File: src/rtl/eth_tx_sched_pkg.sv
// Shared constants and state encoding for the RGMII TX frame scheduler.
// Also used by the round-robin arbiter for index sizing.
package eth_tx_sched_pkg;

  localparam logic [7:0] PREAMBLE_BYTE = 8'h55;
  localparam logic [7:0] SFD_BYTE      = 8'hD5;
  localparam logic [7:0] PAD_BYTE      = 8'h00;

  typedef enum logic [2:0] {
    S_IDLE,
    S_PRE,
    S_SFD,
    S_PAY,
    S_PAD,
    S_IFG
  } state_t;

  function automatic int idx_w(input int n);
    return (n > 1) ? $clog2(n) : 1;
  endfunction

endpackage

File: src/rtl/eth_tx_sched_rr_arbiter.sv
// Round-robin arbiter: grants the first requester after the last winner.
// Pointer only moves when the caller commits a grant via advance.
module rr_arbiter
  import eth_tx_sched_pkg::*;
#(
  parameter  int N  = 2,
  localparam int IW = idx_w(N)
) (
  input  logic          clk,
  input  logic          rst,
  input  logic [N-1:0]  req,
  input  logic          advance,
  output logic [N-1:0]  gnt_onehot,
  output logic [IW-1:0] gnt_idx
);

  logic [IW-1:0] ptr;
  logic [IW-1:0] cand;
  logic          found;
  int            j;

  always_ff @(posedge clk) begin
    if (rst) begin
      ptr <= IW'(N - 1);
    end else if (advance) begin
      ptr <= gnt_idx;
    end
  end

  always_comb begin
    gnt_onehot = '0;
    gnt_idx    = '0;
    found      = 1'b0;
    cand       = '0;
    j          = 0;
    for (int i = 0; i < N; i++) begin
      j = int'(ptr) + 1 + i;
      if (j >= N) j = j - N;
      cand = IW'(j);
      if (!found && req[cand]) begin
        found            = 1'b1;
        gnt_onehot[cand] = 1'b1;
        gnt_idx          = cand;
      end
    end
  end

endmodule

File: src/rtl/eth_tx_sched.sv
// Frame scheduler for the RGMII TX lane: RR grant, preamble/SFD,
// payload pull, zero-pad, error byte on underrun/truncation, then IFG.
module eth_tx_sched
  import eth_tx_sched_pkg::*;
#(
  parameter  int N_REQ        = 2,
  parameter  int PREAMBLE_LEN = 7,
  parameter  int IFG_LEN      = 12,
  parameter  int MIN_PAYLOAD  = 64,
  parameter  int MAX_PAYLOAD  = 1518,
  localparam int IW           = idx_w(N_REQ)
) (
  input  logic               i_clk,
  input  logic               i_rst,
  input  logic [N_REQ-1:0]   i_req,
  output logic [N_REQ-1:0]   o_gnt,
  output logic               o_rd,
  input  logic [8*N_REQ-1:0] i_data,
  input  logic [N_REQ-1:0]   i_valid,
  input  logic [N_REQ-1:0]   i_last,
  output logic [7:0]         o_tx_data,
  output logic               o_tx_en,
  output logic               o_tx_er,
  output logic               o_busy,
  output logic               o_frame_done,
  output logic               o_abort
);

  state_t           state;
  logic [15:0]      cnt;
  logic [15:0]      cnt_nx;
  logic [IW-1:0]    gidx;
  logic [IW-1:0]    arb_idx;
  logic [N_REQ-1:0] arb_gnt;
  logic             ifg_end;
  logic             start;
  logic             pad_done;
  logic             max_hit;
  logic [7:0]       lane_data;
  logic             lane_valid;
  logic             lane_last;

  assign cnt_nx     = cnt + 16'd1;
  assign ifg_end    = (state == S_IFG) && (int'(cnt) == IFG_LEN);
  assign start      = ((state == S_IDLE) || ifg_end) && (|i_req);
  assign pad_done   = int'(cnt_nx) >= MIN_PAYLOAD;
  assign max_hit    = int'(cnt_nx) == MAX_PAYLOAD;
  assign lane_data  = i_data[{gidx, 3'b000} +: 8];
  assign lane_valid = i_valid[gidx];
  assign lane_last  = i_last[gidx];

  rr_arbiter #(.N(N_REQ)) u_arb (
    .clk        (i_clk),
    .rst        (i_rst),
    .req        (i_req),
    .advance    (start),
    .gnt_onehot (arb_gnt),
    .gnt_idx    (arb_idx)
  );

  always_ff @(posedge i_clk) begin
    if (i_rst) begin
      state        <= S_IDLE;
      cnt          <= '0;
      gidx         <= '0;
      o_gnt        <= '0;
      o_rd         <= 1'b0;
      o_tx_data    <= 8'h00;
      o_tx_en      <= 1'b0;
      o_tx_er      <= 1'b0;
      o_busy       <= 1'b0;
      o_frame_done <= 1'b0;
      o_abort      <= 1'b0;
    end else begin
      o_frame_done <= 1'b0;
      o_abort      <= 1'b0;
      o_tx_er      <= 1'b0;
      unique case (state)
        S_IDLE: begin
        end
        S_PRE: begin
          if (int'(cnt) == PREAMBLE_LEN) begin
            o_tx_data <= SFD_BYTE;
            o_rd      <= 1'b1;
            cnt       <= '0;
            state     <= S_SFD;
          end else begin
            o_tx_data <= PREAMBLE_BYTE;
            cnt       <= cnt_nx;
          end
        end
        // SFD cycle already pulls the first payload byte
        S_SFD, S_PAY: begin
          if (!o_rd || !lane_valid) begin
            o_tx_data <= PAD_BYTE;
            o_tx_er   <= 1'b1;
            o_abort   <= 1'b1;
            o_rd      <= 1'b0;
            cnt       <= '0;
            state     <= S_IFG;
          end else begin
            o_tx_data <= lane_data;
            cnt       <= cnt_nx;
            state     <= S_PAY;
            if (lane_last) begin
              o_rd <= 1'b0;
              if (pad_done) begin
                o_frame_done <= 1'b1;
                cnt          <= '0;
                state        <= S_IFG;
              end else begin
                state <= S_PAD;
              end
            end else if (max_hit) begin
              o_rd <= 1'b0;
            end
          end
        end
        S_PAD: begin
          o_tx_data <= PAD_BYTE;
          cnt       <= cnt_nx;
          if (pad_done) begin
            o_frame_done <= 1'b1;
            cnt          <= '0;
            state        <= S_IFG;
          end
        end
        S_IFG: begin
          o_tx_en   <= 1'b0;
          o_tx_data <= 8'h00;
          o_gnt     <= '0;
          cnt       <= cnt_nx;
          if (ifg_end) begin
            state  <= S_IDLE;
            o_busy <= 1'b0;
          end
        end
        default: state <= S_IDLE;
      endcase
      if (start) begin
        state     <= S_PRE;
        gidx      <= arb_idx;
        o_gnt     <= arb_gnt;
        o_rd      <= 1'b0;
        o_tx_en   <= 1'b1;
        o_tx_data <= PREAMBLE_BYTE;
        o_busy    <= 1'b1;
        cnt       <= 16'd1;
      end
    end
  end

endmodule

File: config.mk
export PLATFORM = sky130hd
export DESIGN_NAME = eth_tx_sched
export DESIGN_NICKNAME = d
export VERILOG_FILES = /design/src/rtl/eth_tx_sched_pkg.sv /design/src/rtl/eth_tx_sched_rr_arbiter.sv /design/src/rtl/eth_tx_sched.sv
export SDC_FILE = /design/constraint.sdc
export NUM_CORES = 1
export LEC_CHECK = 0
export BUFFER_PORTS_ARGS = -buffer_cell sky130_fd_sc_hd__buf_4
export CORE_UTILIZATION = 50
export DETAILED_ROUTE_END_ITERATION = 12
export PLACE_DENSITY = 0.73
export RECOVER_POWER = 100
export SLEW_MARGIN = 10
export SYNTH_ARGS = -nofsm -noshare
export SYNTH_HDL_FRONTEND = slang
export SYNTH_HIERARCHICAL = 1
export SYNTH_SLANG_ARGS = --single-unit
File: constraint.sdc
create_clock -name i_clk -period 3.2 [get_ports i_clk]
set_input_delay 0.16 -clock i_clk [delete_from_list [all_inputs] [get_ports i_clk]]
set_output_delay 0.16 -clock i_clk [all_outputs]
set_load 0.01 [all_outputs]
==> impl_summary.md, run 1 <==
Yosys
The share of the Yosys chip area taken by registers is 32.23%. The count of state elements after synthesis is 36. Summing every instance area after synthesis gives 2236 µm². For this run, the leading register cell type out of synthesis is sky130_fd_sc_hd__dfxtp_1. The count of cell types in the netlist is 58. The number of instances in the synthesized netlist is 284. After synthesis, the mean cell area works out to 7.873 µm². The count of flip-flops with a built-in enable after synthesis is 0. The net count of the mapped netlist is 311. The number of warnings printed during yosys synthesis is 6.

The fraction of registers with async set/reset is 0%.

Place
The number of buffers added on ports is 39. The placed instances occupy a cell area of 2530 µm². At the end of routability-driven placement, the weighted congestion stood at 0.9243. The half-perimeter wire length after detailed placement is 4.379 mm.

GRT
Entering global routing, the biggest net connects 17 pins. The via count of the first global-routing pass is 1906. The all-layer global routing usage is 26.24%. The initial antenna violation count is 0. The first-pass GRT wire length is 9.183 mm. The total grt overflow is 0.

Power and ir drop
In this run, flip-flops and latches consume 52.1% of the power. The switching share of power is 25.31%. The cell-internal power is 0.6810 mW. The switching power summed over all nets is 0.2308 mW. In this run, the combinational gates consume 11.7% of the power. Power spread over the standard cell area amounts to 358.1 nW/µm².

The worst-case IR drop observed on VDD is 0.2535 mV. Overall power consumption after layout is estimated at 0.9118 mW. The clock group share of total power is 36.2%. The static leakage power is 0.9115 nW.

Floorplanning
The number of rows in the core area is 23. From bottom edge to top edge, the die measures 68.87 µm. The die covers 4743 µm². The initial core utilization is 53.96%.

In this run the count of I/O pins placed on the die edge is 40. The placeable core area is 4144 µm². Measured along the x axis, the die boundary spans 68.87 µm.

Drt
The average vias per placed instance is 6.058. The first detailed-routing pass ran for 5 iterations. After detailed routing, the total wire length is 5.680 mm. The number of routed nets with antenna violations is 0. After detailed routing, the average wire length per cell comes to 15.56 µm.

The total number of vias is 2211. In this run, the number of DRC markers left after iteration 0 of detailed routing was 251. The number of remaining DRC errors is 0.

Clocking
For this design, the CTS-stage hold fixing added 0 buffers. CTS saw 36 sinks. The root buffer selected by CTS is sky130_fd_sc_hd__clkbuf_8. TritonCTS built the clock tree. The number of post-CTS setup repair buffers is 0. Clock-pin slew was measured on the worst setup and hold paths at 70 ps. Once the clock tree was built, the resizer swapped 0 gates to a different size. The number of buffers created by CTS is 5. The maximum clock path buffer count is 2.

CTS built an H-tree with a depth of 2. The clock latency on the worst-skew pair is 280 ps.

Finish
The area of the multi-input gates is 1381 µm². The sequential standard cell area is 720.7 µm². The ratio of cells with drive above 1 in the final layout is 16.19%.

At the end of the flow the core is filled with cells to 61.44%. Relative to the synthesized area, the layout overhead comes to 13.88%. The diode insertion count for antenna repair is 0. After routing the design area is 2546 µm². The net count reported at finish is 341. Counting the fill cells in the layout gives 426.

Timing
The total negative setup slack is 0 ps. The final critical path time including I/O delays and setup is 2787 ps. At the pin with the least slew margin, the transition time is 659.0 ps. Setup repair after global routing left no endpoint under its margin. The hold violation count in the final report is 0. The final-report max-slew violation count is 0. Across all hold checks on the routed design, the worst slack comes to 169.9 ps.

Of the available clock period, the critical path in the final layout requires 87.08%. The relative slew slack is 56.06%. The clock tree skew after final layout is 3.706 ps. Setup violations remaining at the end of the flow were counted as 0. Based on the critical path, the design can be clocked at up to 0.3588 GHz.

Worst setup path
The data arrival time of the critical path is 3000 ps. The critical-path maximum fanout is 9. The critical path goes through ha_1, nand4_1, or4_1, and2_4, nor4_4, a31oi_2, or4_1, o21ai_0.

The class of the most critical setup path is reg2reg. The most numerous cell type found on the critical path is sky130_fd_sc_hd__or4_1. The required arrival time at the worst endpoint is 3410 ps. On the critical path, the stage with the largest delay is an instance of sky130_fd_sc_hd__dfxtp_1.

The type of origin of the critical path is a register. On the worst path, the slowest cell contributes a delay of 500 ps. STA classifies the critical path endpoint as a register.

Status
The run finished with clean final reports.

Worst hold path
The path class of the tightest hold or removal check is in2reg.

Run
The number of maximum-capacitance violations is 0.
[layout make-up]
class | instances | share of cell area (%)
inverter | 7 | 1.032
timing repair buffer | 44 | 10.32
multi-input combinational | 220 | 54.25
clock buffer | 6 | 3.243
sequential | 36 | 28.30
tap | 50 | 2.457
clock inverter | 2 | 0.3931
[placed cells by master, fill, tap and decap left out, types with 4 or more instances in the layout]
cell                       instances
sky130_fd_sc_hd__a21oi_1          25
sky130_fd_sc_hd__a22oi_1           4
sky130_fd_sc_hd__and2_1            4
sky130_fd_sc_hd__buf_4            26
sky130_fd_sc_hd__clkbuf_1         18
sky130_fd_sc_hd__clkbuf_8          6
sky130_fd_sc_hd__dfxtp_1          36
sky130_fd_sc_hd__inv_1             7
sky130_fd_sc_hd__mux2_2            4
sky130_fd_sc_hd__mux2i_1           9
sky130_fd_sc_hd__nand2_1          23
sky130_fd_sc_hd__nand2b_1          7
sky130_fd_sc_hd__nand3_1          13
sky130_fd_sc_hd__nand4_1           4
sky130_fd_sc_hd__nor2_1           27
sky130_fd_sc_hd__nor2b_1           4
sky130_fd_sc_hd__nor3_1            7
sky130_fd_sc_hd__nor4_1            6
sky130_fd_sc_hd__o211ai_1          5
sky130_fd_sc_hd__o21ai_0          19
sky130_fd_sc_hd__xnor2_1           5
[cell families (layout without fill, tap and decap cells)]
| family | Yosys count | in the layout | synth area share, % |
|---|---|---|---|
| simple gates | 116 | 116 | 27.81 |
| compound gates | 82 | 82 | 24.29 |
| xor+xnor | 6 | 6 | 2.350 |
| buf+inv | 28 | 59 | 5.596 |
| mux | 13 | 13 | 6.044 |
| flops | 36 | 36 | 32.23 |
| fa+ha+maj | 3 | 3 | 1.679 |
[per-layer routing]
layer	track usage (%)	up-vias	part of all wire, %
met5	0	-	0
met4	7.398	0	1.3
met3	4.770	8	5.8
met2	38.11	84	44
met1	38.89	1029	49
li1	-	1090	-
[path summary, 6_finish.rpt]
| path | from | endpoint | slack, ps | depth (start not counted) |
|---|---|---|---|---|
| worst min-delay path | i_rst | o_gnt[0] | 170 | 2 |
| worst max register to register | cnt[0] | cnt[5] | 410 | 8 |
| worst min register to register | o_tx_en | o_tx_en | 460 | 2 |
| worst max-delay path | cnt[0] | cnt[5] | 410 | 8 |
[sequential cells by signal, indices dropped and copies added, names as in the netlist]
register      flops
state             3
gidx              1
o_rd              1
o_frame_done      1
o_abort           1
o_tx_data         8
o_gnt             2
cnt              16
u_arb/ptr         1
o_tx_en           1
o_busy            1
[power groups by stage]
stage | Clock (mW) | Combinational, mW | Sequential, mW
after floorplan | 0 | 0.0631 | 0.482
after global routing | 0.355 | 0.118 | 0.477
after CTS | 0.339 | 0.116 | 0.475
after detailed placement | 0 | 0.115 | 0.485
final | 0.330 | 0.106 | 0.475
after global placement | 0 | 0.113 | 0.485
[per-stage QoR]
stage                     setup slack (ps)  cells
after CTS                            466.1    365
after global placement               567.3    357
final                                413.3    365
after global routing                 115.8    365
after detailed placement             472.2    357
after floorplan                      769.6    284
[cell usage after synthesis (all sizes together), types with 8 or more instances]
cell type,instances,share of area (%)
nor3,8,2.0
o21ai,19,4.3
nand3,14,3.4
nand2,24,4.1
nor2,27,4.5
dfxtp,36,32
mux2i,9,4.0
clkbuf,14,2.4
a21oi,26,6.0
[worst max-delay path: cells and delay by family (launching register included)]
| kind | cells | cell delay (ps) |
|---|---|---|
| and+or+nand+nor | 5 | 1590 |
| adders and majority gates | 1 | 300 |
| AOI/OAI and AO/OA | 2 | 330 |
| DFF | 1 | 500 |
Power figures use the tool's default switching activity.
==> run 2, diff against run 1 <==
Settings changed: ABC_AREA set to 1, PLACE_DENSITY 0.73 to 0.72.
==> impl_summary.md, run 2 <==
Drt
The average vias per placed instance is 5.252 (-13%). The final wirelength came to 5.690 mm (+0.18%). The violation count after the first detailed-route iteration is 151 (-40%). The number of remaining DRC errors is 0 (unchanged).

The detailed-routing iteration count for the pre-antenna-repair pass is 4 (-1). The total number of vias came to 2416 (+9.3%). The routed length per instance is 12.37 µm (-21%). The number of routed nets with antenna violations is 0 (unchanged).

Worst setup path
The required arrival time at the worst endpoint was 3420 ps (about the same). The setup path with the least slack is of type reg2reg. The worst setup path is captured at a register.

The critical-path maximum fanout is 14 (+5). The cell count of the worst reg-to-reg path is 12 (+4). The data arrival time of the critical path is 2790 ps (-210 ps). The worst setup path is launched from a register.

Finish
The final design area excluding fillers is 2690 µm² (+5.7%). The net count reported at finish was 434 (+27%). The area of the multi-input gates is 1396 µm² (+1.1%). The register name with the most flops is cnt. The library cells used most frequently in the layout, excluding fill and tap cells, are 106 x sky130_fd_sc_hd__nand2_1, 49 x sky130_fd_sc_hd__nor2_1, 41 x sky130_fd_sc_hd__inv_1. The largest registers in the layout are cnt x16, o_tx_data x8, state x3. The ratio of cells with drive above 1 in the final layout is 17.40% (+1.2 points). The sequential standard cell area is 720.7 µm² (unchanged).

The most frequent standard cell in the layout excluding fill and tap cells is sky130_fd_sc_hd__nand2_1. Relative to the synthesized area, the layout overhead comes to 11.46%. The post-route core utilization is 59.72% (-1.7 points). The number of fill cells is 472 (+11%). The number of flip-flops in the largest register is 16 (unchanged). The diode insertion count for antenna repair was 0 (unchanged).

Place
The standard cell area after detailed placement is 2710 µm² (+7.1%). The number of buffers added on ports came to 39 (unchanged). The half-perimeter wire length after detailed placement is 4.309 mm (-1.6%). The post-place setup slack was 934.6 ps (+462.4 ps). The routability congestion estimate is 0.8758 (-5.2%).

Clocking
The number of post-CTS setup repair buffers is 0 (unchanged). The number of sinks driven by the clock tree was 36 (unchanged). The maximum clock path buffer count is 2 (unchanged). The hold-fix buffer count after cts is 0 (unchanged).

The clock input transition at the sequential cells of the worst setup and hold paths is 70 ps (about the same). The number of gates resized after cts is 0 (unchanged). TritonCTS built the clock tree. The clock latency on the worst-skew pair is 290 ps (about the same). The maximum level of the CTS H-tree is 2 (unchanged). The number of buffers created by CTS came to 5 (unchanged).

The tree is rooted in a sky130_fd_sc_hd__clkbuf_8.

Power and ir drop
The sequential fraction of design power is 47.0% (-5.1 points). The static leakage power is 1.072 nW (+18%). The total power of the final layout is 1.034 mW (+13%). The ratio of total power to cell area came to 384.3 nW/µm² (+7.3%).

The switching share of power is 30.28% (+5.0 points). The cell-internal power is 0.7207 mW (+5.8%). The relative contribution of combinational cells to total power was 19.9% (+8.2 points). The clock group share of total power was 33.1% (-3.1 points).

The switching power summed over all nets is 0.3131 mW (+36%). The worst IR drop on VDD is 0.2369 mV (-6.5%).

Floorplanning
The number of top-level design ports was 40 (unchanged). The area of the die is 5109 µm² (+7.7%). The initial core utilization is 53.58% (-0.37 points). The number of rows in the core area was 24 (+4.3%).

The x dimension of the die was 71.48 µm (+3.8%). The height of the chip is 71.48 µm (+3.8%). The placeable core area was 4504 µm² (+8.7%).

Yosys
The number of instances in the synthesized netlist is 370 (+30%). The sequential area share after synthesis is 29.86% (-2.4 points). The fraction of registers with async set/reset is 0% (unchanged). The dominant combinational cell family by area after synthesis is simple AND/OR/NAND/NOR gates. The mean post-synth cell area came to 6.523 µm² (-17%). Ranked by instance count, the synthesized netlist is headed by 100 x sky130_fd_sc_hd__nand2_1, 47 x sky130_fd_sc_hd__nor2_1, 39 x sky130_fd_sc_hd__inv_1. The most used standard cell by instance count after synthesis is sky130_fd_sc_hd__nand2_1. The adder-cell share of the synthesized area is 1.555% (-0.12 points). The largest total area in the synthesized netlist belongs to sky130_fd_sc_hd__dfxtp_1. The share of synthesized cell area in and, or, nand and nor gates was 42.09% (+14 points).

The xor-xnor portion of the synthesized cell area is 0.7258% (-1.6 points). Yosys attributes the largest share of cell area to sky130_fd_sc_hd__dfxtp_1 30%, sky130_fd_sc_hd__nand2_1 16%, sky130_fd_sc_hd__nor2_1 7.3%. For this run, the leading register cell type out of synthesis is sky130_fd_sc_hd__dfxtp_1. The number of warnings printed during yosys synthesis is 6 (unchanged).

The share of the synthesized area in compound gates (AO/OA/AOI/OAI) is 13.95% (-10 points). The area share of the leading cell type in the synthesized netlist is 29.86% (-2.4 points). The count of state elements after synthesis is 36 (unchanged). The net count of the mapped netlist is 397 (+28%). The count of cell types in the netlist is 32 (-45%).

The post-synthesis cell area is 2414 µm² (+7.9%). The count of flip-flops with a built-in enable after synthesis was 0 (unchanged). The fraction of synthesized area in multiplexers was 1.659% (-4.4 points).

GRT
The via count of the first global-routing pass is 2199 (+15%). The busiest metal layer after global routing is met2. The met3 usage is 4.079% (-0.69 points).

The met1 capacity usage during global routing is 32.57% (-6.3 points). The global routing met2 resource utilization came to 38.52% (+0.41 points). The all-layer global routing usage is 23.74% (-2.5 points). The first-pass GRT wire length was 9.618 mm (+4.7%). The largest net degree at the start of global routing is 24 (+7). The total grt overflow came to 0 (unchanged).

The initial antenna violation count is 0 (unchanged).

Timing
The achievable frequency is 0.3886 GHz (+8.3%). The clock tree skew after final layout is 7.046 ps (+3.340 ps). The hold violation count in the final report is 0 (unchanged). The relative slew slack is 50.52% (-5.5 points). The slew at the pin closest to its max-slew limit came to 741.4 ps (+82.37 ps). The final critical path time including I/O delays and setup was 2573 ps (-213.5 ps). The portion of the clock cycle consumed by the worst path in the final layout came to 80.41% (-6.7 points).

The final setup violation count is 0 (unchanged). The total negative setup slack is 0 ps (unchanged). The final-report max-slew violation count came to 0 (unchanged). The worst-case setup margin in the final layout is 626.8 ps (+213.5 ps). Setup repair after global routing left no endpoint under its margin.

Worst hold path
The cell count of the worst hold path is 3 (+1). The kind of path behind the tightest hold check is in2reg.

Run
The number of maximum-capacitance violations is 0 (unchanged).

Status
The run finished with clean final reports.
run 2: area by class of cell:
class,instances,area share (%)
Clock buffer,7,3.209
Clock inverter,1,0.2791
Inverter,43,6.000
Multi-Input combinational cell,279,51.91
Sequential cell,36,26.79
Tap cell,52,2.419
Timing Repair Buffer,42,9.395
run 2: final timing paths:
path / start / endpoint / slack [ps]
max: gidx / cnt[1] / 630
min: i_req[1] / u_arb/ptr / 130
max reg2reg: gidx / cnt[1] / 630
min reg2reg: o_tx_en / o_tx_en / 480
run 2: worst max-delay path, stage by stage (launching register included):
cell                      delay [ps]
sky130_fd_sc_hd__dfxtp_1         340
sky130_fd_sc_hd__buf_4           180
sky130_fd_sc_hd__inv_1           210
sky130_fd_sc_hd__nor2_1           70
sky130_fd_sc_hd__nor3_1          230
sky130_fd_sc_hd__inv_2            60
sky130_fd_sc_hd__nor2_1          390
sky130_fd_sc_hd__inv_1           270
sky130_fd_sc_hd__nor2_2          200
sky130_fd_sc_hd__nor2_1          130
sky130_fd_sc_hd__nand2_4         210
sky130_fd_sc_hd__nand2_1         100
sky130_fd_sc_hd__a21oi_2         120
run 2: layer usage:
metal / wire (µm) / vias up / part of all wire (%)
met5: 0 / - / 0
met1: 2792 / 1090 / 49
met3: 260 / 9 / 4.6
met2: 2560 / 68 / 45
li1: - / 1249 / -
met4: 76 / 0 / 1.3
run 2: metrics by stage:
stage	hold WS [ps]	instances
2_1_floorplan	248.4	370
3_3_place_gp	422.9	452
3_5_place_dp	428.3	452
4_1_cts	123.9	460
5_1_grt	136.9	460
6_report	129.5	460
run 2: power groups by stage:
| stage | combinational [mW] | sequential [mW] | clock, mW |
|---|---|---|---|
| after CTS | 0.223 | 0.486 | 0.351 |
| after global placement | 0.219 | 0.496 | 0 |
| final | 0.206 | 0.486 | 0.342 |
| after floorplan | 0.141 | 0.500 | 0 |
| after global routing | 0.233 | 0.489 | 0.363 |
| after detailed placement | 0.222 | 0.496 | 0 |
run 2: cells by family after synthesis:
kind of cell / count (synthesis)
AND/OR/NAND/NOR: 218
multiplexers: 4
AO/OA/AOI/OAI: 52
adder cells (fa/ha/maj): 3
flip-flops: 36
buffers and inverters: 55
XOR/XNOR: 2
==> run 3, diff against run 2 <==
Settings changed: PLACE_DENSITY 0.72 to 0.75.
Clock period 3.2 ns to 2.3 ns, I/O delays scaled along.
==> impl_summary.md, run 3 (synthesis gave the netlist of run 2 again) <==
Run
The number of maximum-capacitance violations came to 0 (unchanged).

Place
The number of placed cells counting well taps came to 458 (+1.3%). The half-perimeter wire length after detailed placement came to 4.501 mm (+4.5%). The routability congestion estimate is 0.9038 (+3.2%).

The post-place setup slack came to 265.3 ps (-669.3 ps). The standard cell area after detailed placement is 2755 µm² (+1.7%). The number of buffers added on ports is 39 (unchanged).

Worst hold path
The worst hold path belongs to the class in2reg.

Worst setup path
The critical-path maximum fanout is 14 (unchanged). Walking the worst path, the cells encountered are ha_1, nand2_2, nor2_4, nand4_1, nand2_1, nand2_4, nor2_4, o211ai_4, nand2_4, nand2_1, a21oi_2. The data arrival time of the critical path is 2280 ps (-510 ps). The stage delay of the slowest cell on the critical path is 410 ps (+20 ps). The required arrival time at the worst endpoint is 2530 ps (-890 ps).

The slowest stage cell on the critical path is sky130_fd_sc_hd__dfxtp_1. The endpoint type of the worst setup path is a register. The class of the most critical setup path is reg2reg. STA classifies the critical path startpoint as a register.

Finish
The post-route core utilization was 61.97% (+2.2 points). The diode insertion count for antenna repair is 0 (unchanged). The number of flip-flops in the largest register came to 16 (unchanged). The most frequent standard cell in the layout excluding fill and tap cells is sky130_fd_sc_hd__nand2_1. The net count reported at finish is 440 (+1.4%).

The ratio of cells with drive above 1 in the final layout is 20.05% (+2.6 points). Leaving out fill and tap cells, the most frequent cells in the layout are 107 x sky130_fd_sc_hd__nand2_1, 47 x sky130_fd_sc_hd__nor2_1, 40 x sky130_fd_sc_hd__inv_1. More flip-flops sit in one register than any other, and that register is cnt.

The largest registers in the layout are cnt x16, o_tx_data x8, state x3. The final design area excluding fillers is 2791 µm² (+3.8%). The area growth from synthesis to layout is 15.66%. The number of cells in the finished layout apart from fillers is 466 (+1.3%).

Status
The run finished with clean final reports.

Clocking
The number of buffers created by CTS is 5 (unchanged). The hold-fix buffer count after cts came to 0 (unchanged). The clock latency on the worst-skew pair is 300 ps (about the same). The number of sinks driven by the clock tree is 36 (unchanged). TritonCTS built the clock tree. The number of gates resized after cts is 0 (unchanged). The maximum clock path buffer count is 2 (unchanged).

The root buffer selected by CTS is sky130_fd_sc_hd__clkbuf_8. The clock input transition at the sequential cells of the worst setup and hold paths came to 70 ps (about the same). The number of post-CTS setup repair buffers is 0 (unchanged). The maximum level of the CTS H-tree is 2 (unchanged).

Floorplanning
The number of top-level design ports came to 40 (unchanged). The number of rows in the core area is 24 (unchanged). The height of the chip is 71.48 µm (unchanged). The placeable core area is 4504 µm² (unchanged).

The initial core utilization is 53.58% (unchanged). The x dimension of the die is 71.48 µm (unchanged). The area of the die came to 5109 µm² (unchanged).

Timing
The slew at the pin closest to its max-slew limit was 479.0 ps (-262.4 ps). The worst-case hold slack is 93.90 ps (-35.55 ps). The worst-case setup margin in the final layout came to 249.0 ps (-377.8 ps). The achievable frequency came to 0.4876 GHz (+25%). The portion of the clock cycle consumed by the worst path in the final layout is 89.17% (+8.8 points). The relative slew slack was 68.07% (+18 points). Setup repair after global routing left no endpoint under its margin. The final-report max-slew violation count is 0 (unchanged).

The hold violation count in the final report is 0 (unchanged). The final critical path time including I/O delays and setup came to 2051 ps (-522.2 ps). The clock tree skew after final layout was 8.007 ps (+0.9610 ps).

The final setup violation count came to 0 (unchanged). The total negative setup slack is 0 ps (unchanged).

GRT
The largest net degree at the start of global routing is 16 (-33%). The all-layer global routing usage is 24.83% (+1.1 points). The via count of the first global-routing pass is 2314 (+5.2%). The total grt overflow was 0 (unchanged). The initial antenna violation count is 0 (unchanged).

The first-pass GRT wire length is 10.12 mm (+5.2%).

Power and ir drop
The ratio of total power to cell area is 571.6 nW/µm² (+49%). The worst IR drop on VDD is 0.2694 mV (+14%). The static leakage power is 1.124 nW (+4.9%). The total power of the final layout is 1.596 mW (+54%).

Drt
The routed length per instance is 12.36 µm (about the same). The number of routed nets with antenna violations is 0 (unchanged). The number of remaining DRC errors was 0 (unchanged). The final wirelength is 5.759 mm (+1.2%). The violation count after the first detailed-route iteration is 221 (+46%). The average vias per placed instance is 5.264 (+0.22%). The total number of vias is 2453 (+1.5%). The detailed-routing iteration count for the pre-antenna-repair pass is 5 (+1).
[run 3: power by group]
group	internal, mW	switching (mW)	leakage (nW)
Sequential	0.654	0.0194	0.294
Combinational	0.121	0.190	0.766
Clock	0.382	0.230	0.0645
Total	1.16	0.439	1.12
[run 3: cell type report]
class / instances / area [µm²]
inverter: 43 / 161.4
tap: 52 / 65.06
multi-input combinational: 279 / 1426
timing repair buffer: 48 / 291.5
clock inverter: 1 / 30.03
clock buffer: 7 / 96.34
sequential: 36 / 720.7
fill: 462 / 1713
[run 3: path summary, 6_finish.rpt]
check / cells past startpoint / end / slack, ps / from
max: 11 / cnt[0] / 250 / cnt[1]
min: 3 / u_arb/ptr / 90 / i_req[1]
max reg2reg: 11 / cnt[0] / 250 / cnt[1]
min reg2reg: 2 / o_tx_en / 470 / o_tx_en
[run 3: layer usage]
layer	track usage, %	routed length [µm]
met1	33.25	2553
met4	9.804	96
met3	3.376	421
met5	0	0
met2	40.63	2687
[run 3: critical path: cells and delay by family, from the launching register on]
family,cells,cell delay (ps)
AO/OA/AOI/OAI,2,230
adder cells (fa/ha/maj),1,250
flip-flops,1,410
AND/OR/NAND/NOR,8,1090
